**config.mk**
```make
export PLATFORM = sky130hd
export DESIGN_NAME = store_write_queue
export DESIGN_NICKNAME = d
export VERILOG_FILES = /design/src/rtl/store_write_queue_pkg.sv /design/src/rtl/store_write_queue_wq_entry_match.sv /design/src/rtl/store_write_queue.sv
export SDC_FILE = /design/constraint.sdc
export NUM_CORES = 1
export LEC_CHECK = 0
export ABC_AREA = 0
export CAP_MARGIN = 25
export CORE_AREA = 5 5 142 144
export CTS_CLUSTER_SIZE = 16
export DETAILED_ROUTE_END_ITERATION = 10
export DIE_AREA = 0 0 147 149
export DONT_BUFFER_PORTS = 1
export GPL_TIMING_DRIVEN = 0
export PLACE_DENSITY = 0.7
export SYNTH_ARGS = -nofsm -noshare
export SYNTH_HDL_FRONTEND = slang
export SYNTH_SLANG_ARGS = --single-unit
export TNS_END_PERCENT = 50
```
**constraint.sdc**
```tcl
create_clock -name clk_i -period 10.09 [get_ports clk_i]
set_input_delay 2.018 -clock clk_i [delete_from_list [all_inputs] [get_ports clk_i]]
set_output_delay 2.018 -clock clk_i [all_outputs]
set_load 0.05 [all_outputs]
```
**src/rtl/store_write_queue_pkg.sv**
```systemverilog
// rtl/store_write_queue_pkg.sv - shared widths for the store write queue
package store_write_queue_pkg;
  localparam int SWQ_ADR_W     = 16;
  localparam int SWQ_DAT_W     = 8;
  localparam int SWQ_MAX_BYTES = 3;
  localparam int SWQ_CNT_W     = 2;
endpackage

```
**src/rtl/store_write_queue_wq_entry_match.sv**
```systemverilog
// rtl/store_write_queue_wq_entry_match.sv - snoop compare against one queued store entry
module wq_entry_match
  import store_write_queue_pkg::*;
#(
  parameter int ADR_WIDTH = SWQ_ADR_W
) (
  input  logic [ADR_WIDTH-1:0] adr_i,
  input  logic [SWQ_CNT_W-1:0] cnt_i,
  input  logic [SWQ_CNT_W-1:0] idx_i,
  input  logic                 vld_i,
  input  logic [ADR_WIDTH-1:0] snp_adr_i,
  output logic                 match_o
);

  // Modular distance from the entry base makes address wrap fall out for free.
  logic [ADR_WIDTH-1:0] ofs;

  assign ofs     = snp_adr_i - adr_i;
  assign match_o = vld_i && (ofs < ADR_WIDTH'(cnt_i)) && (ofs >= ADR_WIDTH'(idx_i));

endmodule

```
**src/rtl/store_write_queue.sv**
```systemverilog
// rtl/store_write_queue.sv - multi-byte store FIFO drained as single-byte writes with read hazard snoop
module store_write_queue
  import store_write_queue_pkg::*;
#(
  parameter int DEPTH     = 4,
  parameter int ADR_WIDTH = SWQ_ADR_W,
  parameter int DAT_WIDTH = SWQ_DAT_W
) (
  input  logic                               clk_i,
  input  logic                               rst_i,
  input  logic                               req_i,
  input  logic [SWQ_CNT_W-1:0]               cnt_i,
  input  logic [ADR_WIDTH-1:0]               adr_i,
  input  logic [SWQ_MAX_BYTES*DAT_WIDTH-1:0] dat_i,
  input  logic                               drain_en_i,
  input  logic [ADR_WIDTH-1:0]               snp_adr_i,
  output logic                               stl_o,
  output logic                               empty_o,
  output logic                               we_o,
  output logic [ADR_WIDTH-1:0]               w_adr_o,
  output logic [DAT_WIDTH-1:0]               w_dat_o,
  output logic                               hit_o
);

  localparam int PTR_W  = $clog2(DEPTH);
  localparam int OCC_W  = PTR_W + 1;
  localparam int SDAT_W = SWQ_MAX_BYTES * DAT_WIDTH;

  logic [ADR_WIDTH-1:0] adr_q [DEPTH];
  logic [SDAT_W-1:0]    dat_q [DEPTH];
  logic [SWQ_CNT_W-1:0] cnt_q [DEPTH];

  logic [PTR_W-1:0]     head_q, head_d, tail_q, tail_d;
  logic [OCC_W-1:0]     occ_q, occ_d;
  logic [SWQ_CNT_W-1:0] idx_q, idx_d;

  logic push, pop, last_byte;
  logic [DEPTH-1:0] match;

  assign empty_o   = (occ_q == '0);
  assign stl_o     = (occ_q == OCC_W'(DEPTH));
  assign we_o      = !empty_o && drain_en_i;
  assign last_byte = (idx_q == cnt_q[head_q] - SWQ_CNT_W'(1));
  assign push      = req_i && (cnt_i != '0) && !stl_o;
  assign pop       = we_o && last_byte;

  // Outputs are forced to zero while empty so stale storage never leaks out.
  assign w_adr_o = empty_o ? '0 : adr_q[head_q] + ADR_WIDTH'(idx_q);
  assign w_dat_o = empty_o ? '0 : dat_q[head_q][int'(idx_q)*DAT_WIDTH +: DAT_WIDTH];

  always_comb begin
    head_d = head_q;
    tail_d = tail_q;
    idx_d  = idx_q;
    occ_d  = occ_q + OCC_W'(push) - OCC_W'(pop);
    if (push) begin
      tail_d = tail_q + PTR_W'(1);
    end
    if (we_o) begin
      if (last_byte) begin
        idx_d  = '0;
        head_d = head_q + PTR_W'(1);
      end else begin
        idx_d = idx_q + SWQ_CNT_W'(1);
      end
    end
  end

  always_ff @(posedge clk_i) begin
    if (rst_i) begin
      head_q <= '0;
      tail_q <= '0;
      occ_q  <= '0;
      idx_q  <= '0;
    end else begin
      head_q <= head_d;
      tail_q <= tail_d;
      occ_q  <= occ_d;
      idx_q  <= idx_d;
    end
  end

  always_ff @(posedge clk_i) begin
    if (!rst_i && push) begin
      adr_q[tail_q] <= adr_i;
      dat_q[tail_q] <= dat_i;
      cnt_q[tail_q] <= cnt_i;
    end
  end

  // Slot validity comes from its distance behind head; only the head slot has consumed bytes.
  for (genvar g = 0; g < DEPTH; g++) begin : g_match
    logic [PTR_W-1:0]     ofs;
    logic [SWQ_CNT_W-1:0] start;
    logic                 vld;

    assign ofs   = PTR_W'(g) - head_q;
    assign start = (ofs == '0) ? idx_q : '0;
    assign vld   = ({1'b0, ofs} < occ_q);

    wq_entry_match #(
      .ADR_WIDTH(ADR_WIDTH)
    ) u_match (
      .adr_i    (adr_q[g]),
      .cnt_i    (cnt_q[g]),
      .idx_i    (start),
      .vld_i    (vld),
      .snp_adr_i(snp_adr_i),
      .match_o  (match[g])
    );
  end

  assign hit_o = |match;

endmodule

```
==> results of run 1 <==
## sequential cells by signal, summed over array words and instances (netlist names), named ones only
name,cells
head_q,2
adr_q,64
tail_q,2
cnt_q,8
occ_q,3
dat_q,96
idx_q,2
## cell type report
cell class	count	area (um2)	share of cell area [%]
flip-flops and latches	179	5265	43.88
diodes	1	2.502	0.02086
multi-input cells	641	5229	43.58
clock buffers	17	425.4	3.546
well taps	234	292.8	2.440
plain buffers	23	102.6	0.8551
repair buffers	6	102.6	0.8551
inverters	99	371.6	3.097
clock inverters	15	206.4	1.721
## metal layers
layer  wire, um  vias to the layer above  global-route usage, %
met3       2013                       58                  6.168
met1      11260                     3679                  32.53
met5          0                        -                      0
met4       1127                        0                  10.62
li1           -                     3559                      -
met2      13810                      282                  44.07
## worst min path at each step
stage | from | end | slack [ns] | cells after the start
3_5_place_dp | tail_q[1] | tail_q[1] | 0.56 | 2
6_report | tail_q[1] | tail_q[1] | 0.56 | 2
5_1_grt | tail_q[1] | tail_q[1] | 0.59 | 2
3_3_place_gp | tail_q[1] | tail_q[1] | 0.55 | 2
2_1_floorplan | tail_q[1] | tail_q[1] | 0.52 | 2
4_1_cts | tail_q[1] | tail_q[1] | 0.57 | 2
## cells by family after synthesis
group	share of synthesized area, %
fa+ha+maj	11.14
mux	10.48
flops	48.05
buf+inv	4.327
simple gates	11.45
xor+xnor	3.425
compound gates	11.12
## power by group
group | switching [mW] | leakage (nW) | internal, mW
sequential | 0.0223 | 1.61 | 0.849
combinational | 0.501 | 2.53 | 0.212
clock | 0.347 | 0.307 | 0.350
total | 0.870 | 4.45 | 1.41
## synthesized netlist by cell type, drive strengths merged (7+ instances only)
master	count	area share, %
nor2	92	3.2
or3	7	0.42
xor2	19	1.6
buf	9	0.46
clkbuf	14	0.48
nand3	17	0.78
nor3	19	0.91
mux2i	18	1.6
nor2b	10	0.57
edfxtp	168	46
nand2b	15	0.86
a2111oi	7	0.67
ha	88	10
o21a	11	0.75
xnor2	23	1.8
o21ai	41	1.9
dfxtp	11	2.0
mux4	42	8.6
nand4	9	0.51
nand2	44	1.5
and2	14	0.80
inv	99	3.4
a21oi	58	2.6
## worst max-delay path, stage by stage, from the launching register on
cell	delay [ns]
dfxtp_1	0.63
clkbuf_1	0.74
clkbuf_1	0.59
buf_1	0.69
mux4_2	0.46
ha_1	0.30
a21oi_1	0.08
and2b_1	0.28
nand3_1	0.32
nor2_1	0.28
nand3_1	0.12
xor2_1	0.15
nor2_1	0.69
==> results.md, run 1 <==
- Post-Place Cell Area: 11350 um2
- Ys async rst share: 0%
- Layout cells sized above 1: 11.33%
- Yosys warns: 0
- Fin. Hold Viols: 0
- Iteration-0 DRC Markers: 554
- IO buf count: 0
- CTS Root Cell: clkbuf_16
- Post-synth net total: 1098
- RR Endpoint: occ_q[2]
- Vias per inst: 6.237
- Initial antenna violation count: 1
- Placed insts: 1181
- Post-synth top flop: edfxtp_1
- Starting Density: 58.98%
- First-pass GRT wire length: 43.11 mm
- CP startpoint kind: flop
- Gr ovfl total: 0
- Crit end category: output port
- Post-layout min period: 7.801 ns
- CTS Buffer Depth: 2
- Clock tree skew after final layout: 0.01167 ns
- Slew headroom: 33.44%
- Drc violations: 0
- Post-layout util: 64.57%
- LEAKAGE: 4.448 nW
- Most frequent cells in the layout: edfxtp_1 (168), inv_1 (95), nor2_1 (92)
- Total GRT Usage: 26.05%
- Die area: 21900 um2
- Final wirelength: 28.21 mm
- Top Ports: 90
- R2R Setup Slk: 6.07 ns
- FILL cells: 1411
- Commonest non-fill, non-tap cell in the layout: edfxtp_1
- Worst Hold Class: reg -> reg
- Worst path arrival time: 5.78 ns
- Syn Inst Count: 942
- Num rows: 50
- Status: complete, no violations
- Critical path type: reg -> out
- Register area share after synthesis: 48.05%
- # Max-Cap Violations: 0
- Routed Antenna Nets: 0
- Total power draw: 2.281 mW
- Final setup viols: 0
- Worst Setup EP: w_adr_o[15]
- CTS resizes: 0
- Post-DP HPWL: 21.30 mm
- Max Transition Viols Final: 0
- Final period utilization: 77.32%
- Post-synth EDFFs: 168
- Setup TNS Final: 0 ns
- CTS H-Tree Depth: 4
- Drt first pass iters: 7
- Hold Slack: 0.5642 ns
- Vias in the first global route: 7572
- Worst EP required: 8.07 ns
- Power per Cell Area: 190.1 nW/um2
- Final cell count without fillers: 1215
- TritonCTS buffer count: 17
- Gpl congestion: 0.8998
- Largest net degree at the start of global routing: 35
- Nets: 1123
- Design area: 12000 um2
- Area Overhead vs Synth: 9.489%
- Die Span Y: 149 um
- Clk_lat worst skew: 0.43 ns
- CTS tree: built
- RSZ-0062 raised after global routing: no
- Worst-margin pin slew: 0.9947 ns
- Hold Buf Count CTS: 0
- Setup ws final: 2.289 ns
- Core area: 18580 um2
- Yosys cell types: 77
- Crit path max fanout: 10
- Clock sinks: 179
- Post-CTS setup buffers: 0
- Clk slew on worst S/H paths: 0.08 ns
- Mapped Area: 10960 um2
- Routed vias: 7578
- Die width: 147 um
- Synth Area per Inst: 11.63 um2
- Fmax: 128.2 MHz
- WL/cell: 23.22 um
- R2R cell count: 13
- FF+latch count, synth: 179
- IR drop worst, VDD: 0.1615 mV
- Setup WS pre-CTS: 2.530 ns
Note: power is estimated with default switching activity, not from simulation.
==> run 2, diff against run 1 <==
Settings changed: CORE_AREA 5 5 142 144 to 5 5 144 146, DIE_AREA 0 0 147 149 to 0 0 149 151, PLACE_DENSITY 0.7 to 0.71.
Clock period 10.09 ns to 6.48 ns, I/O delays scaled along.
==> run 2 against run 1 <==
  * Hold slack better by 0.0059 ns
  * Setup slack worse by 2.0 ns
  * Register-to-register slack worse by 3.4 ns
  * Combinational power up 54%
  * Global-route usage down 0.94 points
  * Sequential cell count unchanged
  * Cell count up 2.3%
  * Non-clock buffer count down 2
  * Die area up 2.7%
  * Via count down 0.50%
  * Clock skew about the same
==> results.md, run 2 (synthesized netlist as in run 1, its figures left out) <==
- Top Ports: 90
- Layout cells sized above 1: 11.86%
- M1 WL: 11.03 mm
- Crit path max fanout: 10
- RSZ-0062 raised after global routing: no
- Fmax: 162.3 MHz
- Placed insts: 1212
- Final wirelength: 27.40 mm
- Vias in the first global route: 7547
- Fin. Hold Viols: 0
- Most frequent cells in the layout: edfxtp_1 (168), inv_1 (95), nor2_1 (89)
- Largest net degree at the start of global routing: 27
- CTS Buffer Depth: 2
- Clock tree skew after final layout: 0.01189 ns
- Initial antenna violation count: 0
- WL/cell: 22.04 um
- Status: complete, no violations
- N_diodes: 0
- Starting Density: 56.86%
- Die Span Y: 151 um
- Drt first pass iters: 5
- Iteration-0 DRC Markers: 520
- Area of the multi-input gates: 5245 um2
- Clock sinks: 179
- Vias per inst: 6.066
- CP max-delay cell: nor2_1
- Power per Cell Area: 296.0 nW/um2
- TritonCTS buffer count: 17
- Worst path most repeated cell: buf_2
- Crit-path max cell delay: 0.67 ns
- CTS Root Cell: clkbuf_16
- Worst EP required: 5.18 ns
- Final period utilization: 95.08%
- Max Transition Viols Final: 0
- IO buf count: 0
- Area Overhead vs Synth: 10.26%
- Post-layout min period: 6.161 ns
- Total GRT Usage: 25.11%
- Clk_lat worst skew: 0.45 ns
- Clk slew on worst S/H paths: 0.08 ns
- Crit-path cells: buf_2 -> buf_4 -> buf_2 -> clkbuf_4 -> mux4_2 -> ha_1 -> fa_1 -> and3_1 -> and2_1 -> nand3b_1 -> xor2_1 -> nor2_1
- Hold_sp: tail_q[1]
- CTS tree: built
- Register with the most flip-flops: dat_q
- CTS H-Tree Depth: 4
- Design area: 12080 um2
- Commonest non-fill, non-tap cell in the layout: edfxtp_1
- Gr ovfl total: 0
- Num rows: 51
- Core area: 19270 um2
- Final cell count without fillers: 1243
- First-pass GRT wire length: 42.31 mm
- Critical path type: reg -> out
- Metal3 WL: 2.083 mm
- Die area: 22500 um2
- Routed vias: 7540
- Worst path bufs/invs: 4
- Post-DP HPWL: 21.40 mm
- DR top layer: met4
- Worst path top cell family by delay: buffers and inverters
- Final setup viols: 0
- Worst Hold Class: reg -> reg
- Routed Antenna Nets: 0
- Met2 WL: 13.64 mm
- Post-Place Cell Area: 11390 um2
- Drc violations: 0
- FILL cells: 1541
- IR drop worst, VDD: 0.2513 mV
- LEAKAGE: 4.463 nW
- Nets: 1121
- Crit end category: output port
- Die width: 149 um
- # Max-Cap Violations: 0
- Storage cell area: 5265 um2
- Top flop regs: dat_q x96, adr_q x64, cnt_q x8
- Post-layout util: 62.70%
- Worst path arrival time: 4.86 ns
- Number of flip-flops in the largest register: 96
- Gpl congestion: 0.9695
- Slew headroom: 31.44%
- Worst-margin pin slew: 1.025 ns
- CP startpoint kind: flop
==> run 2: worst paths after layout <==
kind                                    end  slack, ns  cells after the start
worst max-delay path            w_adr_o[14]       0.32                     12
worst min-delay path              tail_q[1]       0.57                      2
worst max register to register     occ_q[2]       2.66                     14
worst min register to register    tail_q[1]       0.57                      2
==> run 2: tightest hold or removal path: stages, from the launching register on <==
cell and delay [ns]:
dfxtp_1 0.34, mux2i_1 0.14, nor2_1 0.05
==> run 2: metrics by stage <==
stage	hold slack, ns	total power, mW	worst slack (ns)	TNS, ns
after floorplan	0.5175	2.233	0.9740	0
after global placement	0.5437	2.439	-0.2227	-0.4879
after detailed placement	0.5613	2.471	-0.2958	-0.6669
after CTS	0.5749	3.590	0.04186	0
after global routing	0.6253	3.732	0.07115	0
final	0.5701	3.577	0.3191	0
==> run 2: cell type report <==
| cell class | instances | area share [%] |
|---|---|---|
| Inverter | 99 | 3.075 |
| Buffer | 22 | 0.8595 |
| Timing Repair Buffer | 5 | 0.7870 |
| Sequential cell | 179 | 43.57 |
| Tap cell | 265 | 2.744 |
| Multi-Input combinational cell | 641 | 43.41 |
| Clock inverter | 15 | 2.030 |
| Clock buffer | 17 | 3.521 |
==> run 2: power by group <==
| group | switching, mW | leakage, nW | internal [mW] |
|---|---|---|---|
| Clock | 0.568 | 0.321 | 0.556 |
| Sequential | 0.0347 | 1.61 | 1.32 |
| Combinational | 0.766 | 2.53 | 0.329 |
| Total | 1.37 | 4.46 | 2.21 |
==> run 2: per-layer routing <==
layer  track usage [%]  vias to the layer above
li1                  -                     3560
met1             32.02                     3670
met2             42.79                      267
met3             5.715                       43
met4             8.284                        0
met5                 0                        -
==> run 2: repair_timing <==
action,in CTS,in global routing
gates resized for setup,5,3
pin swaps,0,0
hold buffers,0,0
setup buffers,0,0
setup endpoints to repair,13,5
==> run 3, diff against run 2 <==
Settings changed: ABC_CLOCK_PERIOD_IN_PS from default to 6480.
==> results of run 3 <==
Same layout as run 2: the final DEF is identical, and so are final timing and power.
